===== src/rtl/wr_full_ctrl_pkg.sv =====
// Shared FIFO pointer definitions and Gray/binary conversions for both clock domains.
// Pure functions and constants; no latency and no flow control of their own.
package wr_full_ctrl_pkg;

    localparam int FIFO_ADDR_WIDTH = 4;
    localparam int FIFO_DEPTH      = 2 ** FIFO_ADDR_WIDTH;

    // Operates on a wide word so any pointer width up to 32 bits can share it;
    // callers zero-extend in and size-cast the result back.
    function automatic logic [31:0] bin2gray(input logic [31:0] b);
        return b ^ (b >> 1);
    endfunction

    function automatic logic [31:0] gray2bin(input logic [31:0] g);
        logic [31:0] b;
        b[31] = g[31];
        for (int i = 30; i >= 0; i--) begin
            b[i] = b[i+1] ^ g[i];
        end
        return b;
    endfunction

endpackage


===== src/rtl/wr_full_ctrl_if.sv =====
// Write-side FIFO control bundle: pointer-stage inputs and registered status outputs.
// Signal group only; the master drives requests/pointers, the slave returns status.
interface wr_full_ctrl_if
    import wr_full_ctrl_pkg::*;
#(
    parameter int ADDR_WIDTH = FIFO_ADDR_WIDTH
);
    logic                  Winc;
    logic [ADDR_WIDTH:0]   W_PTR;
    logic [ADDR_WIDTH:0]   R_GRAY_PTR;
    logic                  OVF_CLR;
    logic                  FULL_flag;
    logic                  ALMOST_FULL;
    logic [ADDR_WIDTH:0]   W_GRAY_PTR;
    logic [ADDR_WIDTH:0]   WR_LEVEL;
    logic                  OVERFLOW;

    modport master (
        output Winc, W_PTR, R_GRAY_PTR, OVF_CLR,
        input  FULL_flag, ALMOST_FULL, W_GRAY_PTR, WR_LEVEL, OVERFLOW
    );

    modport slave (
        input  Winc, W_PTR, R_GRAY_PTR, OVF_CLR,
        output FULL_flag, ALMOST_FULL, W_GRAY_PTR, WR_LEVEL, OVERFLOW
    );
endinterface


===== src/rtl/wr_full_ctrl_sync_2ff.sv =====
// Two-flop synchroniser for a Gray-coded pointer crossing into the clk domain.
// Latency 2 clk edges; no backpressure, samples every cycle.
module sync_2ff #(
    parameter int WIDTH = 5
) (
    input  logic             clk,
    input  logic             RST,
    input  logic [WIDTH-1:0] d,
    output logic [WIDTH-1:0] q
);
    logic [WIDTH-1:0] q1;

    // Straight flop-to-flop path: nothing may sit between the two stages.
    always_ff @(posedge clk) begin
        if (!RST) begin
            q1 <= '0;
            q  <= '0;
        end else begin
            q1 <= d;
            q  <= q1;
        end
    end
endmodule


===== src/rtl/wr_full_ctrl.sv =====
// Write-domain full/almost-full/level/overflow control for an async FIFO.
// Status registered 1 edge after pointer inputs, read pointer seen 3 edges late; FULL_flag is the producer's backpressure.
module wr_full_ctrl
    import wr_full_ctrl_pkg::*;
#(
    parameter int ADDR_WIDTH   = FIFO_ADDR_WIDTH,
    parameter int AFULL_THRESH = 14
) (
    input  logic          W_CLK,
    input  logic          RST,
    wr_full_ctrl_if.slave wif
);
    localparam int            PW     = ADDR_WIDTH + 1;
    localparam logic [PW-1:0] THRESH = PW'(AFULL_THRESH);

    logic [PW-1:0] rq2;
    logic          wr_en;
    logic [PW-1:0] ptr_next;
    logic [PW-1:0] gray_next;
    logic [PW-1:0] rbin;
    logic [PW-1:0] level_next;
    logic          full_next;

    sync_2ff #(.WIDTH(PW)) u_rsync (
        .clk (W_CLK),
        .RST (RST),
        .d   (wif.R_GRAY_PTR),
        .q   (rq2)
    );

    // Full when our next Gray pointer equals the synced read pointer with the
    // top two bits inverted, i.e. exactly one lap ahead.
    always_comb begin
        wr_en      = wif.Winc & ~wif.FULL_flag;
        ptr_next   = wif.W_PTR + PW'(wr_en);
        gray_next  = PW'(bin2gray(32'(ptr_next)));
        rbin       = PW'(gray2bin(32'(rq2)));
        level_next = ptr_next - rbin;
        full_next  = (gray_next == {~rq2[PW-1:PW-2], rq2[PW-3:0]});
    end

    always_ff @(posedge W_CLK) begin
        if (!RST) begin
            wif.FULL_flag   <= 1'b0;
            wif.ALMOST_FULL <= 1'b0;
            wif.W_GRAY_PTR  <= '0;
            wif.WR_LEVEL    <= '0;
            wif.OVERFLOW    <= 1'b0;
        end else begin
            wif.FULL_flag   <= full_next;
            wif.ALMOST_FULL <= (level_next >= THRESH);
            wif.W_GRAY_PTR  <= gray_next;
            wif.WR_LEVEL    <= level_next;
            // A rejected write outranks a simultaneous clear.
            if (wif.Winc & wif.FULL_flag) begin
                wif.OVERFLOW <= 1'b1;
            end else if (wif.OVF_CLR) begin
                wif.OVERFLOW <= 1'b0;
            end
        end
    end
endmodule


===== src/flat_wrapper.sv =====
// flat-port wrapper written by rule: the top's interface ports become plain ports
module wr_full_ctrl_flat import wr_full_ctrl_pkg::*;
#(
    parameter int ADDR_WIDTH   = FIFO_ADDR_WIDTH,
    parameter int AFULL_THRESH = 14
)
  (W_CLK, RST, wif_Winc, wif_W_PTR, wif_R_GRAY_PTR, wif_OVF_CLR, wif_FULL_flag, wif_ALMOST_FULL, wif_W_GRAY_PTR, wif_WR_LEVEL, wif_OVERFLOW);
  wr_full_ctrl_if #(.ADDR_WIDTH(ADDR_WIDTH)) wif_i ();
  input  logic W_CLK;
  input  logic RST;
  input wire logic [$bits(wif_i.Winc)-1:0] wif_Winc;
  input wire logic [$bits(wif_i.W_PTR)-1:0] wif_W_PTR;
  input wire logic [$bits(wif_i.R_GRAY_PTR)-1:0] wif_R_GRAY_PTR;
  input wire logic [$bits(wif_i.OVF_CLR)-1:0] wif_OVF_CLR;
  output wire logic [$bits(wif_i.FULL_flag)-1:0] wif_FULL_flag;
  output wire logic [$bits(wif_i.ALMOST_FULL)-1:0] wif_ALMOST_FULL;
  output wire logic [$bits(wif_i.W_GRAY_PTR)-1:0] wif_W_GRAY_PTR;
  output wire logic [$bits(wif_i.WR_LEVEL)-1:0] wif_WR_LEVEL;
  output wire logic [$bits(wif_i.OVERFLOW)-1:0] wif_OVERFLOW;
  assign wif_i.Winc = wif_Winc;
  assign wif_i.W_PTR = wif_W_PTR;
  assign wif_i.R_GRAY_PTR = wif_R_GRAY_PTR;
  assign wif_i.OVF_CLR = wif_OVF_CLR;
  assign wif_FULL_flag = wif_i.FULL_flag;
  assign wif_ALMOST_FULL = wif_i.ALMOST_FULL;
  assign wif_W_GRAY_PTR = wif_i.W_GRAY_PTR;
  assign wif_WR_LEVEL = wif_i.WR_LEVEL;
  assign wif_OVERFLOW = wif_i.OVERFLOW;
  wr_full_ctrl #(.ADDR_WIDTH(ADDR_WIDTH), .AFULL_THRESH(AFULL_THRESH)) u_core (.W_CLK(W_CLK), .RST(RST), .wif(wif_i));
endmodule

===== config.mk =====
export PLATFORM = sky130hd
export DESIGN_NAME = wr_full_ctrl_flat
export DESIGN_NICKNAME = d
export VERILOG_FILES = /design/src/rtl/wr_full_ctrl_pkg.sv /design/src/rtl/wr_full_ctrl_if.sv /design/src/rtl/wr_full_ctrl_sync_2ff.sv /design/src/rtl/wr_full_ctrl.sv /design/src/flat_wrapper.sv
export SDC_FILE = /design/constraint.sdc
export NUM_CORES = 1
export LEC_CHECK = 0
export ABC_AREA = 1
export CELL_PAD_IN_SITES_DETAIL_PLACEMENT = 1
export CELL_PAD_IN_SITES_GLOBAL_PLACEMENT = 2
export CORE_MARGIN = 2
export CORE_UTILIZATION = 29
export DETAILED_ROUTE_END_ITERATION = 7
export MAX_ROUTING_LAYER = met4
export PLACE_DENSITY_LB_ADDON = 0.1
export SKIP_CTS_REPAIR_TIMING = 1
export SYNTH_ARGS = -nofsm -noshare
export SYNTH_HDL_FRONTEND = slang
export SYNTH_SLANG_ARGS = --single-unit

===== constraint.sdc =====
create_clock -name W_CLK -period 4.3 [get_ports W_CLK]
set_input_delay 0.86 -clock W_CLK [delete_from_list [all_inputs] [get_ports W_CLK]]
set_output_delay 0.86 -clock W_CLK [all_outputs]
set_load 0.01 [all_outputs]

======== After elaboration in Yosys (flattened, before gate mapping) ========
Index checks and enable logic that the tools add are counted.
storage, ports and cells
  output and inout port bits .............. 13
  input port bits ......................... 14
  word-level logic and storage cells ...... 23
  bits in registers ....................... 23
cells by class
  mux-type cells .......................... 2
  reduce and logical (&&, ||, !) cells .... 1
  bitwise logic cells ..................... 9
  order comparisons ....................... 1
  add/subtract/negate cells ............... 2
  eq/ne operators ......................... 1
operators with widths
  kind                  count
  $add A5 B1 Y5         1
  $eq A5 B5 Y1          1
  $ge A5 B4 Y1 const B  1
  $sub A5 B5 Y5         1
  $xor A5 B4 Y5         1
  $xor A1 B1 Y1         4
  $and A1 B1 Y1         2
  $mux W1               2
  $not A2 Y2            1
  $reduce_bool A2 Y1    1
  $not A1 Y1            1

======== Depth between registers and ports, before layout ========
  depth in word-level cells ............... 6
  gate-level depth with buffers ........... 17
  depth with buffers taken out ............ 17

======== Modules after synthesis ========
From an unflattened synthesis, not the netlist that was laid out.
unflattened totals
  cells, all modules ...................... 159
  area total of the unflattened synthesis .. 1,152.4 um2
modules (own cells, without submodules)
  module        times used  area each (um2)  cells each
  wr_full_ctrl  1           865.8            128
  sync_2ff      1           286.5            31

======== Worst setup path before layout ========
OpenSTA, ideal clock, no wires.
  kind .................................... input to register
  start point ............................. input wif_Winc
  end point ............................... register u_core.wif.ALMOST_FULL
  path slack .............................. 1,691 ps
  data required time ...................... 4,187 ps
  stages on the path ...................... 13
  arrival ................................. 2,495 ps
  cells stage by stage .................... inv_1 nor2_1 ha_1 ha_1 inv_1 nand2_1 nand2_2 ha_1 a21oi_1 o21ai_1 xnor2_1 nand2b_1 nand2_1
between the ends
  cells in the longest elaborated chain, start to end .. 4
RTL lines
  item                    line                   text
  start: declaration      flat_wrapper.sv:11     input wire logic [$bits(wif_i.Winc)-1:0] wif_Winc;
  $and A1 B1 Y1           wr_full_ctrl.sv:34     wr_en = wif.Winc & ~wif.FULL_flag;
  $add A5 B1 Y5           wr_full_ctrl.sv:35     ptr_next = wif.W_PTR + PW'(wr_en);
  $sub A5 B5 Y5           wr_full_ctrl.sv:38     level_next = ptr_next - rbin;
  $ge A5 B4 Y1            wr_full_ctrl.sv:51     wif.ALMOST_FULL <= (level_next >= THRESH);
  end signal: assignment  wr_full_ctrl.sv:51
  end: declaration        wr_full_ctrl_if.sv:25  output FULL_flag, ALMOST_FULL, W_GRAY_PTR, WR_LEVEL, OVERFLOW
Every way passes these cells.
A chain may end at the register's enable or synchronous reset.

======== Worst setup path in the final report ========
Same ends and word-level chain as after synthesis.

==> results.json <==
{
  "dieHeight_um": 67.79,
  "clk_path_buf_depth": 2,
  "critPathTopFamily": "adder cells",
  "numCtsBuffers": 3,
  "worst_pin_slew_ns": 0.4727,
  "final_nets": 211,
  "min_path_type": "reg2reg",
  "synth.net_count": 183,
  "finalHoldViolCount": 0,
  "synth_seq_cells": 23,
  "area_growth_pct": 29.59,
  "layout-drive-gt1-share_pct": 12.70,
  "finalCritPeriodShare_pct": 71.00,
  "detailed_place_hpwl_um": 2208,
  "drc": 0,
  "p_sw_w": 0.0001555,
  "worstSetupPathType": "in2reg",
  "row_count": 23,
  "synthDistinctLibCells": 21,
  "p_per_area_nw_per_um2": 342.2,
  "combPwrFrac_pct": 27.6,
  "hp-start": "u_core.u_rsync.q1[2]",
  "grtUsageTotal_pct": 14.33,
  "fin_crit_ns": 3.053,
  "antenna_cells": 0,
  "drt_wl_total_um": 2712,
  "vdd_drop_max_v": 0.0001449,
  "grt_pass1_wl_um": 4740,
  "endpoint_kind": "flop",
  "avgSynthCellArea_um2": 7.283,
  "cts_tree": "yes",
  "skew_ns": 0.006367,
  "startpoint_type": "primary input",
  "fin_hold_ws_ns": 0.4202,
  "initial_core_util_pct": 29.71,
  "num_vias": 1062,
  "worst-r2r-cell-count": 16,
  "final.setup.tns_ns": 0,
  "whs_path_depth": 2,
  "die_x_um": 67.79,
  "setup_violations": 0,
  "cp_slowest_cell": "clkdlybuf4s50_1",
  "io_pins": 27,
  "cts_root_buf": "clkbuf_8",
  "coreArea_um2": 3971,
  "cts_max_level": 1,
  "rsz0062_at_grt": "false",
  "pwr-share-clk_pct": 26.9,
  "p_sw_share_pct": 29.71,
  "ys_seq_area_share_pct": 39.02,
  "max_freq_mhz": 327.6,
  "dr.pass1.iters": 4,
  "timing.final.max_slew_violations": 0,
  "clkTransAtPathRegs_ns": 0.09,
  "place_congestion": 0.8060,
  "crit_path_max_incr_delay_ns": 0.48,
  "ant_nets": 0,
  "p_seq_share_pct": 45.5,
  "maxCapViolations": 0,
  "antenna_found_initial": 0,
  "grt_pass1_vias": 1130,
  "clkSinkCount": 23,
  "holdPathEnd": "u_core.u_rsync.q[2]",
  "wl_per_cell_um": 11.35,
  "grt_max_degree": 14,
  "status": "finished clean",
  "regArea_um2": 460.4,
  "cp_common_cell": "ha_1",
  "crit_chain": "clkdlybuf4s50_1 -> inv_1 -> nor2_1 -> ha_1 -> ha_1 -> inv_1 -> nand2_1 -> nand2_2 -> ha_1 -> a21oi_1 -> o21ai_1 -> xnor2_1 -> nand2b_1 -> nand2_1",
  "crit_required_ns": 4.47,
  "clk-insertion-delay-late_ns": 0.27,
  "cp_num_cells": 14,
  "dieArea_um2": 4595,
  "synthCells": 162,
  "r2r-end": "u_core.wif.ALMOST_FULL",
  "p_int_w": 0.0003678,
  "netlist_area_um2": 1180,
  "multi_input_area_um2": 594.3,
  "crit_fanout": 6,
  "fillCellCount": 498,
  "port_buffers": 26,
  "worst_r2r_startpoint": "u_core.u_rsync.q[4]",
  "finish.utilization_pct": 38.50,
  "gr-total-overflow": 0,
  "rrSetupSlack_ns": 1.92,
  "slew-limit-headroom_pct": 68.39,
  "p_leak_nw": 0.7657,
  "drt_iter0_drc": 47,
  "path_buf_inv": 3,
  "vias_per_cell": 4.444,
  "cp.arrival_ns": 3.22,
  "synth_warnings": 0
}
## logic make-up (layout without fill, tap and decap cells)
logic type	Yosys count	after routing	synth area share [%]
AND/OR/NAND/NOR	90	90	36.48
buffers and inverters	31	58	10.60
flip-flops	23	23	39.02
AO/OA/AOI/OAI	8	8	3.605
adder cells (fa/ha/maj)	7	7	8.059
XOR/XNOR	3	3	2.227
## tightest hold or removal path: stages (launching register included)
cell and delay (ns):
dfxtp_1 0.32, nand2_1 0.05, inv_1 0.04
## cell usage after synthesis
master,instances,area share (%)
a21oi_1,6,2.5
xnor2_1,1,0.74
nand2_2,12,6.4
ha_1,6,6.4
dfxtp_1,23,39
inv_2,2,0.64
clkbuf_1,2,0.64
nor3_1,1,0.42
nand3_1,9,3.8
o21bai_1,1,0.64
nand2b_1,1,0.53
xor2_1,2,1.5
nand3_2,6,5.1
clkinv_2,1,0.42
nand2_1,46,15
nand4_1,4,2.1
o21ai_1,1,0.42
fa_1,1,1.7
nor2_1,11,3.5
buf_6,1,0.95
inv_1,25,8.0
## worst max-delay path by stage
stage          startpoint                     end
2_1_floorplan    wif_Winc  u_core.wif.ALMOST_FULL
3_3_place_gp     wif_Winc  u_core.wif.ALMOST_FULL
3_5_place_dp     wif_Winc  u_core.wif.ALMOST_FULL
4_1_cts          wif_Winc  u_core.wif.ALMOST_FULL
5_1_grt          wif_Winc  u_core.wif.ALMOST_FULL
6_report         wif_Winc  u_core.wif.ALMOST_FULL
## metrics by stage
step           cell area [um^2]  total power [W]  worst slack [ns]  std cells
3_5_place_dp               1484        0.0003905            0.9622        235
4_1_cts                    1529        0.0005330             1.229        239
5_1_grt                    1529        0.0005574            0.9667        239
2_1_floorplan              1180        0.0003286             1.691        162
6_report                   1529        0.0005233             1.247        239
3_3_place_gp               1484        0.0003864             1.030        235
## metal layers
metal	routed length [um]	vias up	GRT usage (%)	share of wire, %
met4	48	0	6.000	1.8
met5	0	-	-	0
met2	1362	19	24.63	50
met3	100	5	2.000	3.7
li1	-	551	-	-
met1	1200	487	16.68	44
## state kept, by name, indices dropped and copies added, names as in the netlist
name / count
u_core.u_rsync.q1: 5
u_core.wif.ALMOST_FULL: 1
u_core.wif.OVERFLOW: 1
u_core.wif.FULL_flag: 1
u_core.wif.WR_LEVEL: 5
u_core.wif.W_GRAY_PTR: 5
u_core.u_rsync.q: 5
## power by group through the flow
stage | registers [W] | logic, W | clock network (W)
2_1_floorplan | 0.000251 | 0.0000779 | 0
3_3_place_gp | 0.000243 | 0.000143 | 0
3_5_place_dp | 0.000244 | 0.000147 | 0
4_1_cts | 0.000239 | 0.000148 | 0.000146
5_1_grt | 0.000241 | 0.000164 | 0.000153
6_report | 0.000238 | 0.000144 | 0.000141
## final cells by class
type	instances	share of cell area [%]
clock buffer	4	2.946
inverter	28	6.956
multi-input combinational	108	38.87
sequential	23	30.11
tap	50	4.092
timing repair buffer	26	17.02
## cell usage in the layout (no fill, tap or decap), drive strengths merged
master         instances
nand2                 58
inv                   27
clkdlybuf4s50         26
dfxtp                 23
nand3                 15
nor2                  11
a21oi                  6
ha                     6
nand4                  4
clkbuf                 4
xor2                   2
clkinv                 1
o21bai                 1
o21ai                  1
xnor2                  1
nor3                   1
nand2b                 1
fa                     1
(Power assumes the default switching activity.)
